**config.mk**
```make
export PLATFORM = sky130hd
export DESIGN_NAME = gpio_irq_ctrl_flat
export DESIGN_NICKNAME = d
export VERILOG_FILES = /design/src/rtl/gpio_irq_if.sv /design/src/rtl/gpio_irq_ctrl.sv /design/src/flat_wrapper.sv
export SDC_FILE = /design/constraint.sdc
export NUM_CORES = 1
export LEC_CHECK = 0
export BUFFER_PORTS_ARGS = -buffer_cell sky130_fd_sc_hd__buf_2
export CORE_UTILIZATION = 30
export CTS_CLUSTER_SIZE = 24
export DETAILED_ROUTE_END_ITERATION = 10
export PLACE_DENSITY_LB_ADDON = 0.25
export SYNTH_ARGS = -nofsm -noshare
export SYNTH_HDL_FRONTEND = slang
export SYNTH_SLANG_ARGS = --single-unit
```
**constraint.sdc**
```tcl
create_clock -name clk_i -period 3.3 [get_ports clk_i]
set_input_delay 0.165 -clock clk_i [delete_from_list [all_inputs] [get_ports clk_i]]
set_output_delay 0.165 -clock clk_i [all_outputs]
set_load 0.01 [all_outputs]
```
**src/rtl/gpio_irq_if.sv**
```systemverilog
// gpio_irq_if: channel pins, edge enables and interrupt handshake of gpio_irq_ctrl
interface gpio_irq_if #(
    parameter int WIDTH = 16
);
    logic [WIDTH-1:0] in_i;
    logic [WIDTH-1:0] rise_en_i;
    logic [WIDTH-1:0] fall_en_i;
    logic             int_fin_i;
    logic [WIDTH-1:0] state_o;
    logic [WIDTH-1:0] pending_o;
    logic [WIDTH-1:0] cause_o;
    logic             int_req_o;
    modport master (
        output in_i, rise_en_i, fall_en_i, int_fin_i,
        input  state_o, pending_o, cause_o, int_req_o
    );
    modport slave (
        input  in_i, rise_en_i, fall_en_i, int_fin_i,
        output state_o, pending_o, cause_o, int_req_o
    );
endinterface

```
**src/rtl/gpio_irq_ctrl.sv**
```systemverilog
// gpio_irq_ctrl: synchronised, debounced GPIO inputs raising sticky edge events into a request/finish interrupt handshake
module gpio_irq_ctrl #(
    parameter int WIDTH           = 16,
    parameter int DEBOUNCE_CYCLES = 4
) (
    input logic       clk_i,
    input logic       rst_n_i,
    gpio_irq_if.slave bus
);
    localparam int CW = $clog2(DEBOUNCE_CYCLES + 1);
    typedef enum logic {IDLE, REQ} fsm_t;
    fsm_t                      fsm_q, fsm_d;
    logic [WIDTH-1:0]          sync1_q, sync2_q;
    logic [WIDTH-1:0]          level_q, level_d;
    logic [WIDTH-1:0]          pending_q, pending_d;
    logic [WIDTH-1:0]          cause_q, cause_d;
    logic [WIDTH-1:0][CW-1:0]  cnt_q, cnt_d;
    logic [WIDTH-1:0]          evt;
    logic                      fin;
    always_comb begin
        cnt_d   = '0;
        level_d = level_q;
        for (int i = 0; i < WIDTH; i++) begin
            if (sync2_q[i] != level_q[i]) begin
                if (cnt_q[i] == CW'(DEBOUNCE_CYCLES - 1))
                    level_d[i] = sync2_q[i];
                else
                    cnt_d[i] = cnt_q[i] + 1'b1;
            end
        end
    end
    assign evt = (level_d & ~level_q & bus.rise_en_i) | (~level_d & level_q & bus.fall_en_i);
    assign fin = (fsm_q == REQ) && bus.int_fin_i;
    always_comb begin
        pending_d = (pending_q & ~(fin ? cause_q : '0)) | evt;
        cause_d   = (fsm_q == IDLE && |pending_q) ? pending_q : cause_q;
        fsm_d     = (fsm_q == IDLE) ? (|pending_q ? REQ : IDLE) : (fin ? IDLE : REQ);
    end
    always_ff @(posedge clk_i or negedge rst_n_i) begin
        if (!rst_n_i) begin
            sync1_q   <= '0;
            sync2_q   <= '0;
            level_q   <= '0;
            cnt_q     <= '0;
            pending_q <= '0;
            cause_q   <= '0;
            fsm_q     <= IDLE;
        end else begin
            sync1_q   <= bus.in_i;
            sync2_q   <= sync1_q;
            level_q   <= level_d;
            cnt_q     <= cnt_d;
            pending_q <= pending_d;
            cause_q   <= cause_d;
            fsm_q     <= fsm_d;
        end
    end
    assign bus.state_o   = level_q;
    assign bus.pending_o = pending_q;
    assign bus.cause_o   = cause_q;
    assign bus.int_req_o = (fsm_q == REQ);
endmodule
```
**src/flat_wrapper.sv**
```systemverilog
// flat-port wrapper written by rule: the top's interface ports become plain ports
module gpio_irq_ctrl_flat 
#(
    parameter int WIDTH           = 16,
    parameter int DEBOUNCE_CYCLES = 4
)
  (clk_i, rst_n_i, bus_in_i, bus_rise_en_i, bus_fall_en_i, bus_int_fin_i, bus_state_o, bus_pending_o, bus_cause_o, bus_int_req_o);
  gpio_irq_if #(.WIDTH(WIDTH)) bus_i ();
  input logic clk_i;
  input logic rst_n_i;
  input wire logic [$bits(bus_i.in_i)-1:0] bus_in_i;
  input wire logic [$bits(bus_i.rise_en_i)-1:0] bus_rise_en_i;
  input wire logic [$bits(bus_i.fall_en_i)-1:0] bus_fall_en_i;
  input wire logic [$bits(bus_i.int_fin_i)-1:0] bus_int_fin_i;
  output wire logic [$bits(bus_i.state_o)-1:0] bus_state_o;
  output wire logic [$bits(bus_i.pending_o)-1:0] bus_pending_o;
  output wire logic [$bits(bus_i.cause_o)-1:0] bus_cause_o;
  output wire logic [$bits(bus_i.int_req_o)-1:0] bus_int_req_o;
  assign bus_i.in_i = bus_in_i;
  assign bus_i.rise_en_i = bus_rise_en_i;
  assign bus_i.fall_en_i = bus_fall_en_i;
  assign bus_i.int_fin_i = bus_int_fin_i;
  assign bus_state_o = bus_i.state_o;
  assign bus_pending_o = bus_i.pending_o;
  assign bus_cause_o = bus_i.cause_o;
  assign bus_int_req_o = bus_i.int_req_o;
  gpio_irq_ctrl #(.WIDTH(WIDTH), .DEBOUNCE_CYCLES(DEBOUNCE_CYCLES)) u_core (.clk_i(clk_i), .rst_n_i(rst_n_i), .bus(bus_i));
endmodule
```
# --- Yosys cells after proc, flatten, opt, wreduce, memory -nomap -nowiden ---
# Index checks and enable logic that the tools add are counted.
totals:
  ff_bits: 129
  inputBits: 51
classes:
  add_sub_neg: 16
  n_eq_ne: 32
  muxes: 68
  bitwise_logic: 11
  n_reduce_logical: 3
op_table:
  columns: ["cell", "n"]
  rows:
  - ["3-bit two-way mux", 32]
  - ["16-bit bitwise AND", 5]
  - ["3-bit by 1-bit adder with 3-bit output, second input constant", 16]
  - ["3-bit by 2-bit equality test with 1-bit output, second input constant", 16]
  - ["16-bit inverter", 3]
  - ["1-bit two-way mux", 35]
  - ["16-bit bitwise OR", 2]
  - ["16-bit two-way mux", 1]
  - ["1-bit != test", 16]
  - ["16-bit OR reduction", 1]
  - ["1-bit logical AND", 2]
  - ["1-bit inverter", 1]

# --- Logic depth before layout (Yosys ltp) ---
logic_depth:
  word_depth: 8
  depth_mapped: 5

# --- Worst setup path before layout ---
# OpenSTA, ideal clock, no wires.
synth_timing:
  kind: "reg-to-reg"
  startpoint: "register u_core.pending_q[11], in the netlist u_core.bus.pending_o[11]"
  endpoint: "register u_core.cause_q[10], in the netlist u_core.bus.cause_o[10]"
  arrival_time_ns: 1.542
  required_time_ns: 3.175
  setup_slack_ns: 1.633
  path_stages_with_launch: 5
  path_buffers: 1
  period_less_slack_ns: 1.667
  cell_sequence: "dfrtp_1 nor4_1 a41oi_2 buf_6 mux2_4"
synth_between:
  elab_chain_len: 2
synth_lines:
  columns: ["element", "line_no", "rtl"]
  rows:
  - ["start: declaration", "gpio_irq_ctrl.sv:15", "logic [WIDTH-1:0] pending_q, pending_d;"]
  - ["start signal: assignment", "gpio_irq_ctrl.sv:53", "pending_q <= pending_d;"]
  - ["16-bit OR reduction", "gpio_irq_ctrl.sv:36", "cause_d = (fsm_q == IDLE && |pending_q) ? pending_q : cause_q;"]
  - ["1-bit logical AND", "gpio_irq_ctrl.sv:36", null]
  - ["end signal: assignment", "gpio_irq_ctrl.sv:54", "cause_q <= cause_d;"]
  - ["end: declaration", "gpio_irq_ctrl.sv:16", "logic [WIDTH-1:0] cause_q, cause_d;"]
# No other way between the ends.
# A chain may end at the register's enable or synchronous reset.

# --- Final worst setup path ---
layout_timing:
  startpoint: "register u_core.pending_q[3], in the netlist u_core.bus.pending_o[3]"
  endpoint: "register u_core.cause_q[7], in the netlist u_core.bus.cause_o[7]"
# Same word-level chain as after synthesis.

==> run_results.csv <==
group,metric,value,unit
worst_setup_path,r2r-end,"u_core.bus.cause_o[7]",
place,place_area,5730,sq um
grt,grtUsageTotal,0.128,
routing,ant_nets,0,
cts,clock_latency,0.41,ns
place,post-place-ws,1.15,ns
power_and_ir_drop,power_frac_clock,0.318,
sta,worst_slew_pin_slew,1.09,ns
worst_setup_path,cp.arrival,2.32,ns
routing,wl_per_cell,13.8,um
power_and_ir_drop,vdd_drop_max,0.000428,V
synth,syn_inst,363,
synth,syn_area,4960,sq um
worst_setup_path,critPathMaxFanout,17,
worst_setup_path,critPathKind,"reg2reg",
sta,finalSetupViolations,0,
sta,timing.fmax,491,MHz
grt,antenna_found_initial,0,
final_layout,drive_gt1_frac,0.326,
final_layout,area_growth,31.0,%
final_layout,design_area,6490,sq um
sta,clock_skew,0.00890,ns
routing,wl_met3,790,um
min_path,min_to,"u_core.bus.int_req_o",
grt,overflow,0,
worst_setup_path,required,3.59,ns
grt,grt_pass1_vias,3137,
cts,cts_max_path_buffers,2,
power_and_ir_drop,p_comb_frac,0.274,
routing,wl_met1,4560,um
place,dp.final_hpwl,6890,um
synth,yosysSeqAreaShare,0.651,
worst_setup_path,ff2ff_setup_slack,1.26,ns
routing,wl,9990,um
routing,vias,3157,
synth,synth.distinct_cells,23,
synth,synth_top_area_share,0.651,
routing,avgViaCountPerCell,4.35,
final_layout,nets,563,
die,die_x,131,um
die,start_util,0.310,
synth,ys_top_cells_by_area,"dfrtp_1, mux2_2, ha_1",
power_and_ir_drop,swShare,0.308,
status,outcome,"completed",
sta,rsz0062_at_grt,"false",
grt,grt_max_degree,117,
place,gp_congestion,0.710,
die,ios,100,
die,coreArea,16000,sq um
worst_setup_path,critPathLaunch,"u_core.bus.pending_o[3]",
routing,top_layer,"met4",
min_path,min_from,"bus_int_fin_i",
die,die_height,131,um
final_layout,layout_common_cells,"dfrtp_1, buf_2, nand2_1",
routing,first_iter_violations,140,
sta,setup_ws,1.26,ns
power_and_ir_drop,power_switching,1.80,mW
synth,syn_avg_cell_area,13.7,sq um
power_and_ir_drop,seq_power_share,0.408,
synth,synth_nets,430,
cts,cts_buffers,17,
worst_setup_path,r2r_start,"u_core.bus.pending_o[3]",
routing,dr_wl_met2,4520,um
die,dieArea,17000,sq um
power_and_ir_drop,pwr_density_cell,898,nW/um^2
cts,htree_levels,4,
worst_setup_path,setup.worst_path.start_class,"flop",
synth,synth_seq_cells,129,
routing,drc,0,
power_and_ir_drop,p_leak,3.09,nW
synth,ys_warn_count,0,
final_layout,layout_commonest_cell,"dfrtp_1",
min_path,min_path_type,"in2reg",
routing,drt-pass1-iter-count,4,
sta,finalCritPeriodShare,0.617,
sta,slew_headroom,0.274,
cts,clkSinkCount,129,
cts,cts-root-buf,"clkbuf_16",
sta,fin_setup_tns,0,ns
sta,min_period,2.04,ns
worst_setup_path,r2r_cells,3,
min_path,hold_depth,3,
run,maxCapViolCount,0,
cts,tritoncts,"done",
place,port-buffer-count,99,
sta,hold_violations,0,
cts,clk_pin_slew_worst_paths,0.06,ns
synth,synth_top_cell_by_area,"dfrtp_1",
sta,report.final.slew_viol_count,0,
power_and_ir_drop,intPower,4.04,mW
worst_setup_path,crit_path_end_kind,"flop",
die,rows,46,
grt,grt_pass1_wl,16100,um
[worst max-delay path by stage]
stage | endpoint | slack [ns] | cells past startpoint
5_1_grt | u_core.bus.cause_o[7] | 1.03 | 3
3_5_place_dp | u_core.bus.cause_o[9] | 1.15 | 3
2_1_floorplan | u_core.bus.cause_o[10] | 1.63 | 4
4_1_cts | u_core.bus.cause_o[7] | 1.14 | 3
6_report | u_core.bus.cause_o[7] | 1.26 | 3
3_3_place_gp | u_core.bus.cause_o[13] | 1.20 | 3
[cell usage after synthesis]
cell,count
nand3b_1,16
a22o_2,1
nand2_1,41
nor3_1,16
ha_1,16
buf_6,1
mux2_4,9
a211oi_1,9
nand2b_1,6
o21ai_0,16
nor2b_1,11
inv_1,16
a22o_1,6
dfrtp_1,129
and2_1,1
a32o_1,9
clkbuf_1,2
nor4_1,4
a41oi_2,1
a21o_2,1
nor3b_1,13
xnor2_1,16
mux2_2,23
[critical path, cell delays in order, from the launching register on]
cell and delay, ns:
dfrtp_1 0.40, nor4_1 0.56, a41oi_4 0.52, mux2_4 0.44
[flip-flops by register name, indices dropped and copies added, names as in the netlist]
signal,cells
u_core.cnt_q,48
u_core.sync2_q,16
u_core.bus.state_o,16
u_core.bus.cause_o,16
u_core.bus.pending_o,16
u_core.bus.int_req_o,1
u_core.sync1_q,16
[per-layer routing]
metal | vias to the layer above | track usage
li1 | 1545 | -
met1 | 1522 | 0.162
met2 | 81 | 0.188
met3 | 9 | 0.0631
met4 | 0 | 0.0446
met5 | - | 0
[layout make-up]
| cell class | count | area, sq um |
|---|---|---|
| diodes | 1 | 2.50 |
| clock buffers | 22 | 484 |
| clock inverters | 10 | 108 |
| fillers | 1557 | 9510 |
| inverters | 16 | 60.1 |
| multi-input cells | 215 | 1660 |
| flip-flops and latches | 129 | 3230 |
| well taps | 216 | 270 |
| repair buffers | 117 | 679 |
[power groups by stage]
| stage | clock network, mW | logic [mW] | registers [mW] |
|---|---|---|---|
| after global routing | 1.99 | 1.80 | 2.46 |
| after detailed placement | 0 | 1.62 | 2.41 |
| after CTS | 1.91 | 1.64 | 2.39 |
| after global placement | 0 | 1.58 | 2.37 |
| final | 1.85 | 1.60 | 2.38 |
| after floorplan | 0 | 0.929 | 2.46 |
[stage by stage]
step | cells | hold WS, ns | power [mW] | util
floorplan | 363 | -0.131 | 3.39 | -
global route | 725 | 0.0292 | 6.24 | 0.406
global placement | 676 | 0.273 | 3.95 | 0.358
finish | 726 | 0.0324 | 5.83 | 0.406
detailed placement | 676 | 0.274 | 4.03 | 0.358
CTS | 725 | 0.0122 | 5.94 | 0.406
[cell families after synthesis]
| kind of cell | share of synthesized area |
|---|---|
| and+or+nand+nor | 0.119 |
| buffers and inverters | 0.0159 |
| adders and majority gates | 0.0404 |
| muxes | 0.0795 |
| xor gates and xnor gates | 0.0283 |
| AOI/OAI and AO/OA | 0.0656 |
| DFF | 0.651 |
[timing repair]
item,CTS,global route
hold endpoints to repair,131,0
hold buffers,17,0
setup buffers,0,0
gates resized for setup,0,0
Power figures use the tool's default switching activity.
